## src/rtl/pos_mul_serial.sv

```systemverilog
// Digit-serial unsigned multiplier: consumes CHUNK bits of b per cycle and
// accumulates shifted partial products a*digit, with valid/ready on both sides.
module pos_mul_serial #(
    parameter int N_BITS_A = 8,
    parameter int N_BITS_B = 8,
    parameter int CHUNK    = 2
) (
    input  logic                         clk,
    input  logic                         rst_n,
    input  logic                         in_valid,
    output logic                         in_ready,
    input  logic [N_BITS_A-1:0]          a,
    input  logic [N_BITS_B-1:0]          b,
    output logic                         out_valid,
    input  logic                         out_ready,
    output logic [N_BITS_A+N_BITS_B-1:0] c,
    output logic                         busy
);
    localparam int N_DIGITS = N_BITS_B / CHUNK;
    localparam int CNT_W    = (N_DIGITS > 1) ? $clog2(N_DIGITS) : 1;
    localparam int W        = N_BITS_A + N_BITS_B;

    typedef enum logic [1:0] {IDLE, RUN, DONE} state_t;

    state_t              state, state_nx;
    logic [N_BITS_A-1:0] a_lat;
    logic [N_BITS_B-1:0] b_lat;
    logic [W-1:0]        acc, c_reg;
    logic [CNT_W-1:0]    cnt;

    logic [31:0]         sh;
    logic [CHUNK-1:0]    digit;
    logic [W-1:0]        pp, sum;
    logic                last, accept;

    // Current digit's partial product, aligned to its weight at full width.
    always_comb begin
        sh     = 32'(cnt) * 32'(CHUNK);
        digit  = CHUNK'(b_lat >> sh);
        pp     = W'(a_lat) * W'(digit);
        sum    = acc + (pp << sh);
        last   = (cnt == CNT_W'(N_DIGITS - 1));
        accept = in_valid && (state == IDLE);
    end

    always_comb begin
        state_nx = state;
        case (state)
            IDLE:    if (accept)    state_nx = RUN;
            RUN:     if (last)      state_nx = DONE;
            DONE:    if (out_ready) state_nx = IDLE;
            default:                state_nx = IDLE;
        endcase
    end

    always_ff @(posedge clk or negedge rst_n) begin
        if (!rst_n) state <= IDLE;
        else        state <= state_nx;
    end

    always_ff @(posedge clk or negedge rst_n) begin
        if (!rst_n) begin
            a_lat <= '0;
            b_lat <= '0;
            acc   <= '0;
            c_reg <= '0;
            cnt   <= '0;
        end else begin
            case (state)
                IDLE: if (accept) begin
                    a_lat <= a;
                    b_lat <= b;
                    acc   <= '0;
                    cnt   <= '0;
                end
                RUN: begin
                    acc <= sum;
                    if (last) begin
                        c_reg <= sum;
                        cnt   <= '0;
                    end else begin
                        cnt <= cnt + CNT_W'(1);
                    end
                end
                default: ;
            endcase
        end
    end

    assign in_ready  = (state == IDLE);
    assign out_valid = (state == DONE);
    assign busy      = (state != IDLE);
    assign c         = c_reg;
endmodule

```

## config.mk

```make
export PLATFORM = sky130hd
export DESIGN_NAME = pos_mul_serial
export DESIGN_NICKNAME = d
export VERILOG_FILES = /design/src/rtl/pos_mul_serial.sv
export SDC_FILE = /design/constraint.sdc
export NUM_CORES = 1
export LEC_CHECK = 0
export BUFFER_PORTS_ARGS = -buffer_cell sky130_fd_sc_hd__buf_2
export CORE_ASPECT_RATIO = 1.75
export CORE_MARGIN = 5
export CORE_UTILIZATION = 40
export DETAILED_ROUTE_END_ITERATION = 10
export PLACE_DENSITY_LB_ADDON = 0.2
export SYNTH_ARGS = -nofsm -noshare
export SYNTH_HDL_FRONTEND = slang
export SYNTH_SLANG_ARGS = --single-unit
```

## constraint.sdc

```tcl
create_clock -name clk -period 6.2 [get_ports clk]
set_clock_uncertainty 0.1 [all_clocks]
set_input_delay 1.24 -clock clk [delete_from_list [all_inputs] [get_ports clk]]
set_output_delay 1.24 -clock clk [all_outputs]
set_load 0.005 [all_outputs]
```

==> metrics.txt, run 1 <==
nets 472; total gr overflow 0; run status complete, no violations; most used routing layer in global routing met2; Chip Width 82.0 µm; placed cell count 538; area of the multi-input gates 2190 µm²; DP Wirelength 6460 µm; Synth Net Count 444; r2r setup slk 940 ps; vias in the first global route 3077; Post-synth EDFFs 0; CTS tree built; Max Slew Vio Count 0; hold_buf cts 0; f_max 0.190 GHz; initial DRC count 143; drc violations 0; CTS Buffer Depth 2; Layout Cells excl Fill 546; slack of the critical path 941 ps; global-route wire length before repair 14700 µm; Synth area leader dfrtp_1; Reg2Reg Depth 18; number of vias per cell 5.39; Hold Vio Cnt, Final 0; Post-CTS Setup Inserts 0; slew margin rel. 36.8%; Synth Flop Type dfrtp_1; post-route cell area 4080 µm²; Setup WS pre-CTS 989 ps; worst hold path type flip-flop to flip-flop; RSZ-0062 raised after global routing false; io pins 39; largest net degree at the start of global routing 53; Sink Count 52; fillcell total 910; final wirelength 8600 µm; routed vias 2944; CTS clk-pin slew, worst paths 70 ps; Crit. Startpoint cnt[0]; Avg WL per Cell 15.8 µm; post-cts resize count 0; Synth area leaders dfrtp_1 36%, ha_1 8.6%, mux2_2 6.5%; count of cell types in the netlist 55; router iterations before antenna repair 4; Tmin final 5260 ps; Synth top area share 35.9%; nature of the critical path startpoint flip-flop; CP Data Required Time 6280 ps; Root Driver clkbuf_16; overall routing resource usage 16.8%; met1 GRT Util 20.5%; layout cells sized above 1 18.3%; Reg-to-Reg Start cnt[0]; mapped cell area 3630 µm²; Synth Register Bits 52; Port Buffer Count 38; Total Neg Setup Slack 0 ps; FF/Latch Area 1300 µm²; area grow syn2layout 12.5%; met2 usage 28.8%; insertion delay to the later sink of the worst-skew pair 300 ps; Initial Util 40.4%; Antenna diodes 0; most frequent cell after synthesis dfrtp_1; worst path arrival time 5340 ps; Setup-failing EPs final 0; Setup crit end kind flip-flop; Mapped Cells 397; Crit Path Max Fanout 21; Row Count 46; Seq/Total Area, Yosys 35.9%; initial antenna violation count 0; Ys Warns 0; Synth top cells by count 52 x dfrtp_1, 44 x nand2_1, 36 x o21ai_0, 25 x ha_1, 25 x nand3_1; critical path class flip-flop to flip-flop; placed inst area 3910 µm²; GRT met3 Usage 1.66%; Avg Cell Area, Syn 9.13 µm²; Max-cap violations 0; Core Area 8980 µm²; H-tree levels 2; gpl congestion 0.866; Final ANT Viol Nets 0; crit path to c[15]; die area 11100 µm²; period utilisation layout 84.8%; overall die height 136 µm; reg-to-reg endpoint c[15]; worst slew pin tran 946 ps; number of buffers created by CTS 5; ys async rst share 100%
per-layer routing:
layer,vias to the layer above,wire length (µm)
met2,44,4390
met1,1396,3730
li1,1484,-
met5,-,0
met3,20,158
met4,0,327
placed cells by master, fill, tap and decap left out, types with 5 or more instances in the layout:
cell type	n
o21a_1	7
mux2_2	21
xnor2_1	8
buf_2	38
a21oi_1	17
xor2_1	6
dfrtp_1	52
nand2_1	44
a21o_1	10
nor3_1	8
o21ai_0	36
and2_1	13
nand3_1	25
ha_1	25
nor2_1	21
nand2b_1	8
clkbuf_16	5
inv_1	11
cell type report:
cell class / count / share of cell area, %
Inverter: 12 / 1.10
Timing Repair Buffer: 42 / 5.40
Multi-Input combinational cell: 312 / 53.7
Sequential cell: 52 / 31.9
Clock buffer: 5 / 3.07
Clock inverter: 3 / 1.14
Tap cell: 120 / 3.68
cell families (layout without fill, tap and decap cells):
kind of cell | count (synthesis) | in the layout | synth area share (%)
adder cells (fa/ha/maj) | 27 | 27 | 9.73
buffers and inverters | 33 | 62 | 3.73
flip-flops | 52 | 52 | 35.9
XOR/XNOR | 15 | 15 | 4.00
AND/OR/NAND/NOR | 137 | 137 | 18.2
multiplexers | 28 | 28 | 9.28
AO/OA/AOI/OAI | 105 | 105 | 19.2
worst max-delay path, cell delays in order (launching register included):
cell	delay, ps
dfrtp_1	430
buf_4	270
mux4_2	630
nand2_1	150
inv_1	60
ha_1	280
a21o_1	180
a21oi_1	280
o21bai_1	100
a311oi_1	470
or3_1	180
o221ai_1	130
ha_1	420
a21o_1	240
a221oi_2	300
o2bb2ai_1	170
o31a_4	200
xnor3_1	300
mux2_4	260
metrics by stage:
step	util, %	hold slack, ps
after global routing	45.4	412
after CTS	45.4	386
final	45.4	381
after global placement	43.5	359
after detailed placement	43.5	369
after floorplan	-	356
how the worst min path moves through the flow:
| stage | slack (ps) | endpoint | startpoint | cells past startpoint |
|---|---|---|---|---|
| 2_1_floorplan | 360 | acc[13] | acc[13] | 2 |
| 3_3_place_gp | 360 | c[2] | c[2] | 2 |
| 3_5_place_dp | 370 | c[2] | c[2] | 2 |
| 4_1_cts | 390 | c[2] | c[2] | 2 |
| 5_1_grt | 410 | c[5] | c[5] | 2 |
| 6_report | 380 | c[2] | c[2] | 2 |
Power of run 1 is not shown: default switching activity piles up to over one toggle a cycle in this logic, so the estimate is an artifact.
==> run 2, diff against run 1 <==
Settings changed: ABC_AREA set to 1.
Clock period 6.2 ns to 4.5 ns, I/O delays scaled along.
==> metrics.txt, run 2 <==
drc violations 0; CP Data Required Time 4580 ps; nets 532; Hold Vio Cnt, Final 0; initial antenna violation count 0; gpl congestion 0.903; layout cells sized above 1 16.7%; slew margin rel. 51.2%; Reg2Reg Depth 23; most frequent CP cell nand2_1; CTS tree built; Setup WS pre-CTS 356 ps; run status complete, no violations; CTS Buffer Depth 2; Setup crit end kind flip-flop; slack of the critical path 446 ps; vias in the first global route 3069; overall die height 133 µm; total gr overflow 0; Synth Net Count 494; DP Wirelength 6480 µm; Seq/Total Area, Yosys 37.7%; Largest stage delay, worst path 470 ps; Tmin final 4050 ps; Avg WL per Cell 13.5 µm; Synth area leader dfrtp_1; overall routing resource usage 16.3%; CP max stage cell dfrtp_1; final wirelength 8090 µm; period utilisation layout 90.1%; count of cell types in the netlist 38; Core Area 8370 µm²; Synth Register Bits 52; Synth area leaders dfrtp_1 38%, nand2_1 13%, ha_1 9.1%; Max Slew Vio Count 0; Post-CTS Setup Inserts 0; number of cells on the worst hold path 2; nature of the critical path startpoint flip-flop; most frequent cell after synthesis nand2_1; mapped cell area 3450 µm²; largest net degree at the start of global routing 53; Mapped Cells 447; io pins 39; router iterations before antenna repair 5; H-tree levels 2; ys async rst share 100%; area grow syn2layout 13.5%; critical path class flip-flop to flip-flop; Synth top cells by count 119 x nand2_1, 52 x dfrtp_1, 42 x nor2_1, 39 x inv_1; Synth top area share 37.7%; worst slew pin tran 731 ps; commonest non-fill, non-tap cell in the layout nand2_1; Max-cap violations 0; Ys Warns 0; CTS clk-pin slew, worst paths 70 ps; Final ANT Viol Nets 0; routed vias 3027; Sink Count 52; number of buffers created by CTS 5; insertion delay to the later sink of the worst-skew pair 290 ps; worst hold path type flip-flop to flip-flop; Row Count 44; worst-path cell chain inv_6, nand2_1, a32o_2, nor2_1, ha_1, inv_1, fa_1, inv_1, nand2_1, nand3_2, nand2_2, a21oi_2, nand2_1, o21ai_2, nand2_1, o21ai_1, ha_1, a21oi_2, o21ai_0, a211oi_1, nand3_1, nand3_1, nand2_1; worst path arrival time 4140 ps; RSZ-0062 raised after global routing false; hold_buf cts 0; global-route wire length before repair 13700 µm; Total Neg Setup Slack 0 ps; die area 10700 µm²; Port Buffer Count 38; number of vias per cell 5.05; Antenna diodes 0; Avg Cell Area, Syn 7.71 µm²; Post-synth EDFFs 0; Crit Path Max Fanout 17; initial DRC count 110; Chip Width 80.2 µm; Root Driver clkbuf_16; Synth Flop Type dfrtp_1; Setup-failing EPs final 0; commonest cells after routing, fill and taps aside 119 x nand2_1, 52 x dfrtp_1, 42 x nor2_1, 39 x inv_1, 38 x buf_2; f_max 0.247 GHz; Initial Util 41.2%
run 2: cell types whose count changed in the layout (fill, tap and decap cells not counted), sizes merged, moves of 5 or more:
| cell | change |
|---|---|
| a21o | -8 |
| a21oi | +10 |
| and2 | -13 |
| inv | +34 |
| mux2 | -14 |
| nand2 | +79 |
| nand2b | -8 |
| nand3 | +5 |
| nor2 | +25 |
| o21a | -7 |
run 2: kinds of logic after synthesis:
logic type / share of synthesized area, %
flops: 37.7
xor+xnor: 3.56
fa+ha+maj: 10.2
simple gates: 26.9
buf+inv: 6.75
compound gates: 12.2
mux: 2.61
run 2: layout make-up:
class                           instances  area, µm²
Multi-Input combinational cell        338       1920
Timing Repair Buffer                   42        220
Sequential cell                        52       1300
Clock buffer                            7        153
Inverter                               46        178
Fill cell                             902       4450
Tap cell                              115        144
run 2: routing by layer:
layer / up-vias / GRT usage [%] / part of all wire, %
met5: - / 0 / 0
met1: 1424 / 16.6 / 38
met4: 0 / 6.39 / 2.3
met3: 12 / 2.24 / 2.5
met2: 44 / 31.9 / 57
li1: 1547 / - / -
run 2: path summary, 6_finish.rpt:
kind	from	to	slack (ps)
worst min register to register	c[2]	c[2]	370
worst max register to register	cnt[0]	acc[14]	450
max in group asynchronous	rst_n	state[0]	3230
worst max-delay path	cnt[0]	acc[14]	450
worst min-delay path	c[2]	c[2]	370
min in group asynchronous	rst_n	c[4]	610
run 2: repair_timing:
action                                 4_1_cts  5_1_grt
endpoints found under the hold margin        0        0
gates resized for setup                      0        2
setup endpoints to repair                    0        4
run 2: worst max-delay path: cells and delay by family (launching register included):
kind	cells	cell delay [ps]
AOI/OAI and AO/OA	7	1360
adders and majority gates	3	860
buffers and inverters	3	310
DFF	1	470
and+or+nand+nor	10	830
run 2: through the flow:
stage | hold slack, ps | area, µm² | util, % | instances
6_report | 372 | 3920 | 46.8 | 600
3_3_place_gp | 352 | 3760 | 44.9 | 593
2_1_floorplan | 356 | 3450 | - | 447
4_1_cts | 374 | 3910 | 46.7 | 600
5_1_grt | 406 | 3920 | 46.8 | 600
3_5_place_dp | 359 | 3760 | 44.9 | 593
Power of run 2 is left out for the same reason.
